==> config.mk <==
export PLATFORM = sky130hd
export DESIGN_NAME = bit_serial_alu_ctrl_flat
export DESIGN_NICKNAME = d
export VERILOG_FILES = /design/src/rtl/bit_serial_alu_ctrl_if.sv /design/src/rtl/bit_serial_alu_ctrl.sv /design/src/flat_wrapper.sv
export SDC_FILE = /design/constraint.sdc
export NUM_CORES = 1
export LEC_CHECK = 0
export BUFFER_PORTS_ARGS = -buffer_cell sky130_fd_sc_hd__buf_2
export CORE_ASPECT_RATIO = 0.6
export CORE_MARGIN = 3
export CORE_UTILIZATION = 59
export DETAILED_ROUTE_END_ITERATION = 12
export GPL_ROUTABILITY_DRIVEN = 1
export MAX_ROUTING_LAYER = met4
export PLACE_DENSITY = 0.83
export REMOVE_ABC_BUFFERS = 1
export SYNTH_ARGS = -nofsm -noshare
export SYNTH_HDL_FRONTEND = slang
export SYNTH_SLANG_ARGS = --single-unit
==> constraint.sdc <==
create_clock -name clk -period 4.85 [get_ports clk]
set_input_delay 0.2425 -clock clk [delete_from_list [all_inputs] [get_ports clk]]
set_output_delay 0.2425 -clock clk [all_outputs]
set_load 0.01 [all_outputs]
==> src/rtl/bit_serial_alu_ctrl_if.sv <==
// rtl/bit_serial_alu_ctrl_if.sv - request/response bundle for the bit-serial ALU controller
interface bit_serial_alu_ctrl_if #(
  parameter int WIDTH = 8
);
  logic             start;
  logic [2:0]       op;
  logic [WIDTH-1:0] a;
  logic [WIDTH-1:0] b;
  logic             busy;
  logic             done;
  logic [WIDTH-1:0] result;
  logic             cout;
  logic             ovf;
  logic             zero;

  modport master (
    output start, op, a, b,
    input  busy, done, result, cout, ovf, zero
  );

  modport slave (
    input  start, op, a, b,
    output busy, done, result, cout, ovf, zero
  );
endinterface

==> src/rtl/bit_serial_alu_ctrl.sv <==
// rtl/bit_serial_alu_ctrl.sv - one-bit ALU slice walked LSB-first over WIDTH cycles
module alu_bit_slice (
  input  logic       a_i,
  input  logic       b_i,
  input  logic       cin_i,
  input  logic [2:0] c_i,
  output logic       f_o,
  output logic       cout_o
);
  logic bb;

  // c[0] selects ~B for SUB and the inverted-B logic ops
  assign bb     = c_i[0] ? ~b_i : b_i;
  assign cout_o = (a_i & bb) | (a_i & cin_i) | (bb & cin_i);

  always_comb begin
    f_o = 1'b0;
    case (c_i[2:1])
      2'b00:   f_o = a_i ^ bb ^ cin_i;
      2'b01:   f_o = a_i | bb;
      2'b10:   f_o = a_i & bb;
      default: f_o = c_i[0] ? bb : ~a_i;
    endcase
  end
endmodule

module bit_serial_alu_ctrl #(
  parameter int WIDTH = 8
) (
  input  logic                 clk,
  input  logic                 rst_n,
  bit_serial_alu_ctrl_if.slave bus
);
  localparam int CW = $clog2(WIDTH + 1);
  localparam logic [CW-1:0] LAST = CW'(WIDTH - 1);

  typedef enum logic [1:0] {IDLE, RUN, DONE} state_t;

  state_t           state_q, state_d;
  logic [CW-1:0]    cnt_q, cnt_d;
  logic [WIDTH-1:0] a_q, a_d, b_q, b_d, sr_q, sr_d, result_q, result_d;
  logic [2:0]       op_q, op_d;
  logic             carry_q, carry_d;
  logic             cout_q, cout_d, ovf_q, ovf_d, zero_q, zero_d;
  logic             slice_f, slice_cout, arith;
  logic [WIDTH-1:0] sr_next;

  alu_bit_slice u_slice (
    .a_i    (a_q[0]),
    .b_i    (b_q[0]),
    .cin_i  (carry_q),
    .c_i    (op_q),
    .f_o    (slice_f),
    .cout_o (slice_cout)
  );

  assign arith   = (op_q[2:1] == 2'b00);
  assign sr_next = {slice_f, sr_q[WIDTH-1:1]};

  always_comb begin
    state_d  = state_q;
    cnt_d    = cnt_q;
    a_d      = a_q;
    b_d      = b_q;
    op_d     = op_q;
    carry_d  = carry_q;
    sr_d     = sr_q;
    result_d = result_q;
    cout_d   = cout_q;
    ovf_d    = ovf_q;
    zero_d   = zero_q;
    case (state_q)
      IDLE: begin
        if (bus.start) begin
          state_d = RUN;
          a_d     = bus.a;
          b_d     = bus.b;
          op_d    = bus.op;
          carry_d = bus.op[0];
          cnt_d   = '0;
          sr_d    = '0;
        end
      end
      RUN: begin
        sr_d    = sr_next;
        a_d     = a_q >> 1;
        b_d     = b_q >> 1;
        carry_d = slice_cout;
        cnt_d   = cnt_q + CW'(1);
        if (cnt_q == LAST) begin
          // carry_q is still the carry into the MSB slice on this edge
          state_d  = DONE;
          result_d = sr_next;
          cout_d   = arith & slice_cout;
          ovf_d    = arith & (carry_q ^ slice_cout);
          zero_d   = (sr_next == '0);
        end
      end
      DONE:    state_d = IDLE;
      default: state_d = IDLE;
    endcase
  end

  always_ff @(posedge clk or negedge rst_n) begin
    if (!rst_n) begin
      state_q  <= IDLE;
      cnt_q    <= '0;
      a_q      <= '0;
      b_q      <= '0;
      op_q     <= '0;
      carry_q  <= 1'b0;
      sr_q     <= '0;
      result_q <= '0;
      cout_q   <= 1'b0;
      ovf_q    <= 1'b0;
      zero_q   <= 1'b0;
    end else begin
      state_q  <= state_d;
      cnt_q    <= cnt_d;
      a_q      <= a_d;
      b_q      <= b_d;
      op_q     <= op_d;
      carry_q  <= carry_d;
      sr_q     <= sr_d;
      result_q <= result_d;
      cout_q   <= cout_d;
      ovf_q    <= ovf_d;
      zero_q   <= zero_d;
    end
  end

  assign bus.busy   = (state_q == RUN);
  assign bus.done   = (state_q == DONE);
  assign bus.result = result_q;
  assign bus.cout   = cout_q;
  assign bus.ovf    = ovf_q;
  assign bus.zero   = zero_q;
endmodule

==> src/flat_wrapper.sv <==
// flat-port wrapper written by rule: the top's interface ports become plain ports
module bit_serial_alu_ctrl_flat 
#(
  parameter int WIDTH = 8
)
  (clk, rst_n, bus_start, bus_op, bus_a, bus_b, bus_busy, bus_done, bus_result, bus_cout, bus_ovf, bus_zero);
  bit_serial_alu_ctrl_if #(.WIDTH(WIDTH)) bus_i ();
  input  logic clk;
  input  logic rst_n;
  input wire logic [$bits(bus_i.start)-1:0] bus_start;
  input wire logic [$bits(bus_i.op)-1:0] bus_op;
  input wire logic [$bits(bus_i.a)-1:0] bus_a;
  input wire logic [$bits(bus_i.b)-1:0] bus_b;
  output wire logic [$bits(bus_i.busy)-1:0] bus_busy;
  output wire logic [$bits(bus_i.done)-1:0] bus_done;
  output wire logic [$bits(bus_i.result)-1:0] bus_result;
  output wire logic [$bits(bus_i.cout)-1:0] bus_cout;
  output wire logic [$bits(bus_i.ovf)-1:0] bus_ovf;
  output wire logic [$bits(bus_i.zero)-1:0] bus_zero;
  assign bus_i.start = bus_start;
  assign bus_i.op = bus_op;
  assign bus_i.a = bus_a;
  assign bus_i.b = bus_b;
  assign bus_busy = bus_i.busy;
  assign bus_done = bus_i.done;
  assign bus_result = bus_i.result;
  assign bus_cout = bus_i.cout;
  assign bus_ovf = bus_i.ovf;
  assign bus_zero = bus_i.zero;
  bit_serial_alu_ctrl #(.WIDTH(WIDTH)) u_core (.clk(clk), .rst_n(rst_n), .bus(bus_i));
endmodule
==> flow_summary.ini, run 1 <==
[clock_network]
clock_path_buffers = 2
ctsHoldBuffers = 0
cts-resized-gates = 0
root_buffer = clkbuf_8
cts_tree = yes
clock_insertion_delay_worst_skew_ns = 0.31
numCtsBuffers = 5
htreeDepth = 2
clock-sinks = 44
path_clk_slew_ns = 0.09
cts_setup_buffers = 0

[timing]
setup_slack_ns = 2.50
maxSlewHeadroom_pct = 36.3
worst_hold_slack_ns = 0.0863
drv_slew = 0
period_minus_slack_ns = 2.35
finalHoldViolations = 0
rsz0062_at_grt = false
setup_violations = 0
worst_slew_pin_slew_ns = 0.955
clock.fmax_ghz = 0.425
setup_tns_ns = 0
timing.final.crit_share_pct = 48.5
fin_skew_ns = 0.00947

[route]
highest_layer = met4
vias = 1596
wl_met1_mm = 2.11
vias_per_cell = 5.89
drt_iter0_markers = 72
wl_met2_mm = 2.07
drt-total-wl_mm = 4.42
dr_wl_met3_um = 219
ant_nets = 0
wl_per_cell_um = 16.3
drc = 0
first_pass_iters = 4

[pwr]
power_mw = 1.52
ir_worst_vdd_v = 0.000384
leakagePower_nw = 1.12
powerDensity_nw_per_um2 = 655

[yosys]
synth_top_cell_by_area = dfrtp_1
ys_types = 35
postSynthAreaPerCell_um2 = 10.3
syn_area_um2 = 2030
ys_seq_area_share_pct = 54.1
yosysWarnings = 0
synthCells = 197
ys_ff_latch = 44
synth_area_leaders = dfrtp_1, a22oi_1, nand2_1, a22o_1, nor2b_1
yosys.area.top_type_share_pct = 54.1

[setup_path]
required_ns = 5.05
worst-path-stages = 5
critPathArrivalTime_ns = 2.55
critPathMaxStageDelay_ns = 0.84
cp_common_cell = inv_2
critical_path_class = register to register
cp-start-kind = register
rr_worst_depth = 5
crit_fanout = 24
cp_cell_sequence = nand2b_1, inv_2, nand2_2, inv_2, mux2_2
crit_buf_inv = 2
slowest_stage = dfrtp_1
critical_path.top_delay_family = flip-flops
end_kind = register

[die]
die_h_um = 51.5
coreArea_um2 = 3080
dieArea_um2 = 4210
die-width_um = 81.8
rows = 15
start_util_pct = 66.1
num_io_pins = 35

[placement]
port_buffers = 34
hpwl_mm = 2.96
dpl_worst_slack_ns = 2.58
place_congestion = 0.825

[global_routing]
antenna_found_initial = 0
track_usage_pct = 24.8
grt_pass1_vias = 1544
grt_max_degree = 45
grt-ovfl-total = 0
grt_pass1_wl_mm = 7.58

[hold_path]
hold_path.class = input port to asynchronous set/reset pin

[status]
outcome = finished, final reports clean

[final_layout]
drive_gt1_share_pct = 21.0
final_nets = 253
mostFrequentLayoutCells = dfrtp_1, buf_2, nand2_1
areaGrowthSynthToFinish_pct = 13.9
diodes = 0
mostFrequentLayoutCell = dfrtp_1

[flow_run]
maxCapViolations = 0
==> state kept, by name (all words and copies together), names as in the netlist <==
name / cells
u_core.carry_q: 1
u_core.state_q: 2
u_core.sr_q: 7
u_core.bus.zero: 1
u_core.b_q: 8
u_core.bus.ovf: 1
u_core.bus.cout: 1
u_core.a_q: 8
u_core.bus.result: 8
u_core.op_q: 3
u_core.cnt_q: 4
==> per-layer routing <==
| layer | vias up | global-route usage [%] |
|---|---|---|
| met5 | - | - |
| met4 | 0 | 7.73 |
| met3 | 4 | 5.28 |
| met2 | 42 | 35.8 |
| met1 | 785 | 35.3 |
| li1 | 765 | - |
==> path summary, 6_finish.rpt <==
path / start / end / slack, ns
min: rst_n / u_core.cnt_q[3] / 0.09
max in group asynchronous: rst_n / u_core.a_q[1] / 4.17
max: u_core.state_q[0] / u_core.bus.result[7] / 2.50
max reg2reg: u_core.state_q[0] / u_core.bus.result[7] / 2.50
min reg2reg: u_core.bus.result[2] / u_core.bus.result[2] / 0.48
min in group clk: bus_op[1] / u_core.op_q[1] / 0.16
==> report_power, final <==
group | switching [mW] | internal [mW] | total [mW]
clock | 0.132 | 0.152 | 0.285
combinational | 0.291 | 0.252 | 0.543
sequential | 0.172 | 0.518 | 0.690
==> logic make-up after synthesis <==
kind of cell	after synthesis	share of synthesized area [%]
DFF	44	54.1
xor gates and xnor gates	2	0.861
and+or+nand+nor	56	13.8
AOI/OAI and AO/OA	70	22.3
muxes	5	2.71
adders and majority gates	3	2.21
buffers and inverters	17	4.00
==> stage by stage <==
| stage | utilization, % | cells | instance area [um^2] |
|---|---|---|---|
| CTS | 75.3 | 271 | 2320 |
| global route | 75.3 | 271 | 2320 |
| floorplan | - | 186 | 1980 |
| detailed placement | 71.7 | 263 | 2210 |
| finish | 75.3 | 271 | 2320 |
| global placement | 71.7 | 263 | 2210 |
==> final cells by class <==
| class | instances | area, um^2 |
|---|---|---|
| fill | 220 | 761 |
| sequential | 44 | 1100 |
| clock inverter | 3 | 42.5 |
| timing repair buffer | 35 | 178 |
| clock buffer | 5 | 68.8 |
| multi-input combinational | 136 | 852 |
| inverter | 6 | 22.5 |
| tap | 42 | 52.6 |
==> cell usage after synthesis (all sizes together) <==
cell type  number
dfrtp          44
nand2          28
o21ai          20
a21oi          16
a22oi          14
nor2b          13
a22o           10
buf             7
inv             6
a2bb2oi         4
and2b           4
clkbuf          4
mux2            4
nor2            3
ha              2
nand2b          2
nand3           2
nor3            2
o41ai           2
xor2            2
a211oi          1
a21o            1
a31oi           1
and3b           1
fa              1
mux2i           1
nor4            1
o21bai          1
Note: power is estimated with default switching activity, not from simulation.
==> run 2: changes to the inputs <==
Settings changed: CORE_UTILIZATION 59 to 55, PLACE_DENSITY 0.83 to 0.78.
Clock period 4.85 ns to 2.34 ns, I/O delays scaled along.
==> run 2 against run 1 <==
  * The run now ends with negative hold slack left
  * Cell count grew 2.6%
  * Wire length is 1.1% lower
  * Global-route usage is 2.6 points lower
  * Die area increased by 6.6%
  * Highest routed layer unchanged
==> flow_summary.ini, run 2 (synthesis results as in run 1) <==
[clock_network]
cts_tree = yes
htreeDepth = 2
clock_insertion_delay_worst_skew_ns = 0.29
ctsHoldBuffers = 0
numCtsBuffers = 5
path_clk_slew_ns = 0.09
clock-sinks = 44
root_buffer = clkbuf_8
clock_path_buffers = 2
cts_setup_buffers = 0
cts-resized-gates = 0

[route]
wl_per_cell_um = 15.7
ant_nets = 0
drc = 0
vias = 1606
drt_iter0_markers = 155
drt-total-wl_mm = 4.37
vias_per_cell = 5.78
first_pass_iters = 4

[final_layout]
diodes = 0
multiInputGateArea_um2 = 852
mostFrequentLayoutCells = dfrtp_1, buf_2, nand2_1
final_cells = 278
drive_gt1_share_pct = 21.9
mostFrequentLayoutCell = dfrtp_1
areaGrowthSynthToFinish_pct = 15.4
final_nets = 257
area.sequential_um2 = 1100
fillCellCount = 267
stdcell_area_um2 = 2350

[die]
rows = 16
start_util_pct = 59.8
die_h_um = 53.1
dieArea_um2 = 4490
coreArea_um2 = 3400
num_io_pins = 35
die-width_um = 84.5

[setup_path]
timing.rr.end = u_core.bus.result[7]
end_kind = register
required_ns = 2.52
r2r_start = u_core.op_q[0]
critPathArrivalTime_ns = 2.20
cp-start-kind = register
crit_fanout = 4
critical_path_class = register to register
ff2ff_setup_slack_ns = 0.31
rr_worst_depth = 7

[global_routing]
grt_pass1_wl_mm = 7.53
antenna_found_initial = 0
grt_max_degree = 45
grt-ovfl-total = 0
track_usage_pct = 22.2
grt_pass1_vias = 1608

[timing]
setup_tns_ns = 0
worst_hold_slack_ns = -0.0272
drv_slew = 0
rsz0062_at_grt = false
fin_skew_ns = 0.00968
finalHoldViolations = 44
clock.fmax_ghz = 0.494
worst_slew_pin_slew_ns = 0.939
setup_slack_ns = 0.314
maxSlewHeadroom_pct = 37.4
period_minus_slack_ns = 2.03
timing.final.crit_share_pct = 86.6
setup_violations = 0

[pwr]
pwr-share-comb_pct = 39.4
p_switching_mw = 1.21
swShare_pct = 38.3
powerDensity_nw_per_um2 = 1350
clkPwrFrac_pct = 18.0
p_int_mw = 1.95
power_frac_seq_pct = 42.6
leakagePower_nw = 1.14
ir_worst_vdd_v = 0.000737

[placement]
port_buffers = 34
dpl_worst_slack_ns = 0.335
placed_cell_area_um2 = 2240
place_congestion = 0.850
hpwl_mm = 3.00
dp.cells = 270

[status]
outcome = complete, but fails checks
violations = negative hold slack

[flow_run]
maxCapViolations = 0

[hold_path]
hold_path.class = input port to asynchronous set/reset pin
-- run 2: cell count changes in the layout (fill, tap and decap cells not counted) --
cell / change
buf_4: +4
clkinvlp_4: -1
clkbuf_1: +1
-- run 2: final cells by class --
class	count	share of cell area, %
Multi-Input combinational cell	136	36.3
Sequential cell	44	46.9
Clock buffer	6	3.09
Inverter	6	0.959
Timing Repair Buffer	39	8.85
Tap cell	45	2.40
Clock inverter	2	1.49
-- run 2: how the worst max path moves through the flow --
stage,from,endpoint,slack [ns],cells after the start
floorplan,u_core.state_q[1],u_core.op_q[0],0.40,3
global placement,u_core.op_q[0],u_core.bus.result[7],0.47,7
detailed placement,u_core.op_q[0],u_core.bus.result[7],0.33,7
CTS,u_core.op_q[0],u_core.bus.result[7],0.32,7
global route,u_core.op_q[0],u_core.bus.result[7],0.18,7
finish,u_core.op_q[0],u_core.bus.result[7],0.31,7
-- run 2: per-stage QoR --
stage	util (%)	total power [mW]
after global placement	65.8	2.50
after global routing	69.0	3.40
after CTS	69.0	3.16
after floorplan	-	2.14
final	69.0	3.16
after detailed placement	65.8	2.59
-- run 2: layer usage --
layer	part of all wire [%]	global-route usage (%)
met1	46	28.5
met2	48	36.4
met3	5.9	5.44
met4	0.48	5.00
met5	0	-
-- run 2: power groups by stage --
stage                     logic [mW]  registers (mW)  clock network, mW
final                           1.24            1.35              0.569
after global placement          1.18            1.32                  0
after detailed placement        1.24            1.35                  0
after global routing            1.40            1.39              0.607
after floorplan                0.780            1.36                  0
after CTS                       1.25            1.34              0.575
-- run 2: worst max-delay path: stages (launching register included) --
cell and delay, ns:
dfrtp_1 0.43, xor2_1 0.24, inv_1 0.08, fa_1 0.48, nor2_1 0.04, a211oi_1 0.22, a31oi_1 0.12, mux2_2 0.30
==> run 3: changes to the inputs <==
Settings changed: MAX_ROUTING_LAYER met4 to unset.
==> run 3 against run 2 <==
  * Largest power group unchanged
  * The flow still finishes with violations (negative hold slack)
  * Critical path type unchanged
  * Setup slack got worse by 0.0042 ns
  * Largest cell class unchanged
  * Via count rose by 1.4%
  * Critical endpoint unchanged
  * Clock-buffer cell count stayed put
  * Combinational power about the same
==> flow_summary.ini, run 3 (synthesis results as in run 1) <==
[route]
ant_nets = 0
drt-total-wl_mm = 4.36
vias_per_cell = 5.86
wl_per_cell_um = 15.7
vias = 1628
drt_iter0_markers = 163
drc = 0
first_pass_iters = 4

[clock_network]
cts_tree = yes
clock_path_buffers = 2
path_clk_slew_ns = 0.09
cts-resized-gates = 0
cts_setup_buffers = 0
clock_insertion_delay_worst_skew_ns = 0.29
clock-sinks = 44
root_buffer = clkbuf_8
numCtsBuffers = 5
ctsHoldBuffers = 0
htreeDepth = 2

[setup_path]
cp_cell_sequence = xor2_1, inv_1, fa_1, nor2_1, a211oi_1, a31oi_1, mux2_2
critical_path_class = register to register
required_ns = 2.52
critPathArrivalTime_ns = 2.21
crit_fanout = 4
cp-start-kind = register
critPathMaxStageDelay_ns = 0.48
slowest_stage = fa_1
end_kind = register

[global_routing]
antenna_found_initial = 0
grt-ovfl-total = 0
grt_pass1_wl_mm = 7.53
track_usage_pct = 21.6
grt_pass1_vias = 1608
grt_max_degree = 45

[placement]
port_buffers = 34
hpwl_mm = 3.00
dp.cells = 270
place_congestion = 0.837

[timing]
worst_slew_pin_slew_ns = 0.941
period_minus_slack_ns = 2.03
setup_tns_ns = 0
setup_violations = 0
fin_skew_ns = 0.0100
rsz0062_at_grt = false
timing.final.crit_share_pct = 86.7
worst_hold_slack_ns = -0.0265
drv_slew = 0
clock.fmax_ghz = 0.493
maxSlewHeadroom_pct = 37.3
finalHoldViolations = 44

[die]
start_util_pct = 59.8
rows = 16
die-width_um = 84.5
dieArea_um2 = 4490
die_h_um = 53.1
coreArea_um2 = 3400
num_io_pins = 35

[flow_run]
maxCapViolations = 0

[pwr]
leakagePower_nw = 1.14
clkPwrFrac_pct = 18.0
p_switching_mw = 1.21
pwr-share-comb_pct = 39.4
p_int_mw = 1.95
swShare_pct = 38.2
power_mw = 3.16
ir_worst_vdd_v = 0.000736
power_frac_seq_pct = 42.6
powerDensity_nw_per_um2 = 1350

[status]
violations = negative hold slack
outcome = complete, but fails checks

[hold_path]
hold_path.class = input port to asynchronous set/reset pin

[final_layout]
diodes = 0
fillCellCount = 267
mostFrequentLayoutCells = dfrtp_1, buf_2, nand2_1
mostFrequentLayoutCell = dfrtp_1
final_cells = 278
post-route-util_pct = 69.0
areaGrowthSynthToFinish_pct = 15.4
drive_gt1_share_pct = 21.9
final_nets = 257
## run 3: cell counts in the layout (fill, tap and decap cells not counted)
No cell type changed its count.
## run 3: final timing paths
| path | slack (ns) | cells past startpoint | start | endpoint |
|---|---|---|---|---|
| min | -0.03 | 1 | rst_n | u_core.bus.zero |
| max reg2reg | 0.31 | 7 | u_core.op_q[0] | u_core.bus.result[7] |
| min reg2reg | 0.48 | 2 | u_core.bus.result[4] | u_core.bus.result[4] |
| max in group asynchronous | 1.79 | 1 | rst_n | u_core.cnt_q[1] |
| max | 0.31 | 7 | u_core.op_q[0] | u_core.bus.result[7] |
| min in group clk | 0.04 | 2 | bus_op[1] | u_core.op_q[1] |
## run 3: cell type report
cell class / instances / area, um^2 / share of cell area (%)
inverter: 6 / 22.5 / 0.959
clock inverter: 2 / 35.0 / 1.49
multi-input combinational: 136 / 852 / 36.3
timing repair buffer: 39 / 208 / 8.85
tap: 45 / 56.3 / 2.40
sequential: 44 / 1100 / 46.9
clock buffer: 6 / 72.6 / 3.09
## run 3: worst max-delay path, delay by kind of cell (launching register included)
kind | cells | cell delay [ns]
simple gates | 1 | 0.04
xor+xnor | 1 | 0.24
compound gates | 2 | 0.34
flops | 1 | 0.43
buf+inv | 1 | 0.08
mux | 1 | 0.30
fa+ha+maj | 1 | 0.48
## run 3: power groups by stage
stage                     clock network (mW)  registers (mW)  logic, mW
after floorplan                            0            1.36      0.780
after global placement                     0            1.32       1.18
after detailed placement                   0            1.35       1.24
after CTS                              0.575            1.34       1.25
after global routing                   0.607            1.39       1.40
final                                  0.568            1.35       1.24
## run 3: per-stage QoR
step	setup slack, ns	cell area [um^2]	hold slack, ns
after global placement	0.470	2240	0.310
final	0.310	2350	-0.0265
after floorplan	0.398	1980	-0.179
after detailed placement	0.335	2240	0.319
after global routing	0.177	2350	0.0411
after CTS	0.323	2350	0.00244
## run 3: metal layers
layer	vias to the layer above	share of wire (%)	global-route usage, %
met4	0	0.48	5.00
met1	799	45	28.5
met2	60	48	36.4
li1	765	-	-
met3	4	6.3	5.44
met5	-	0	0
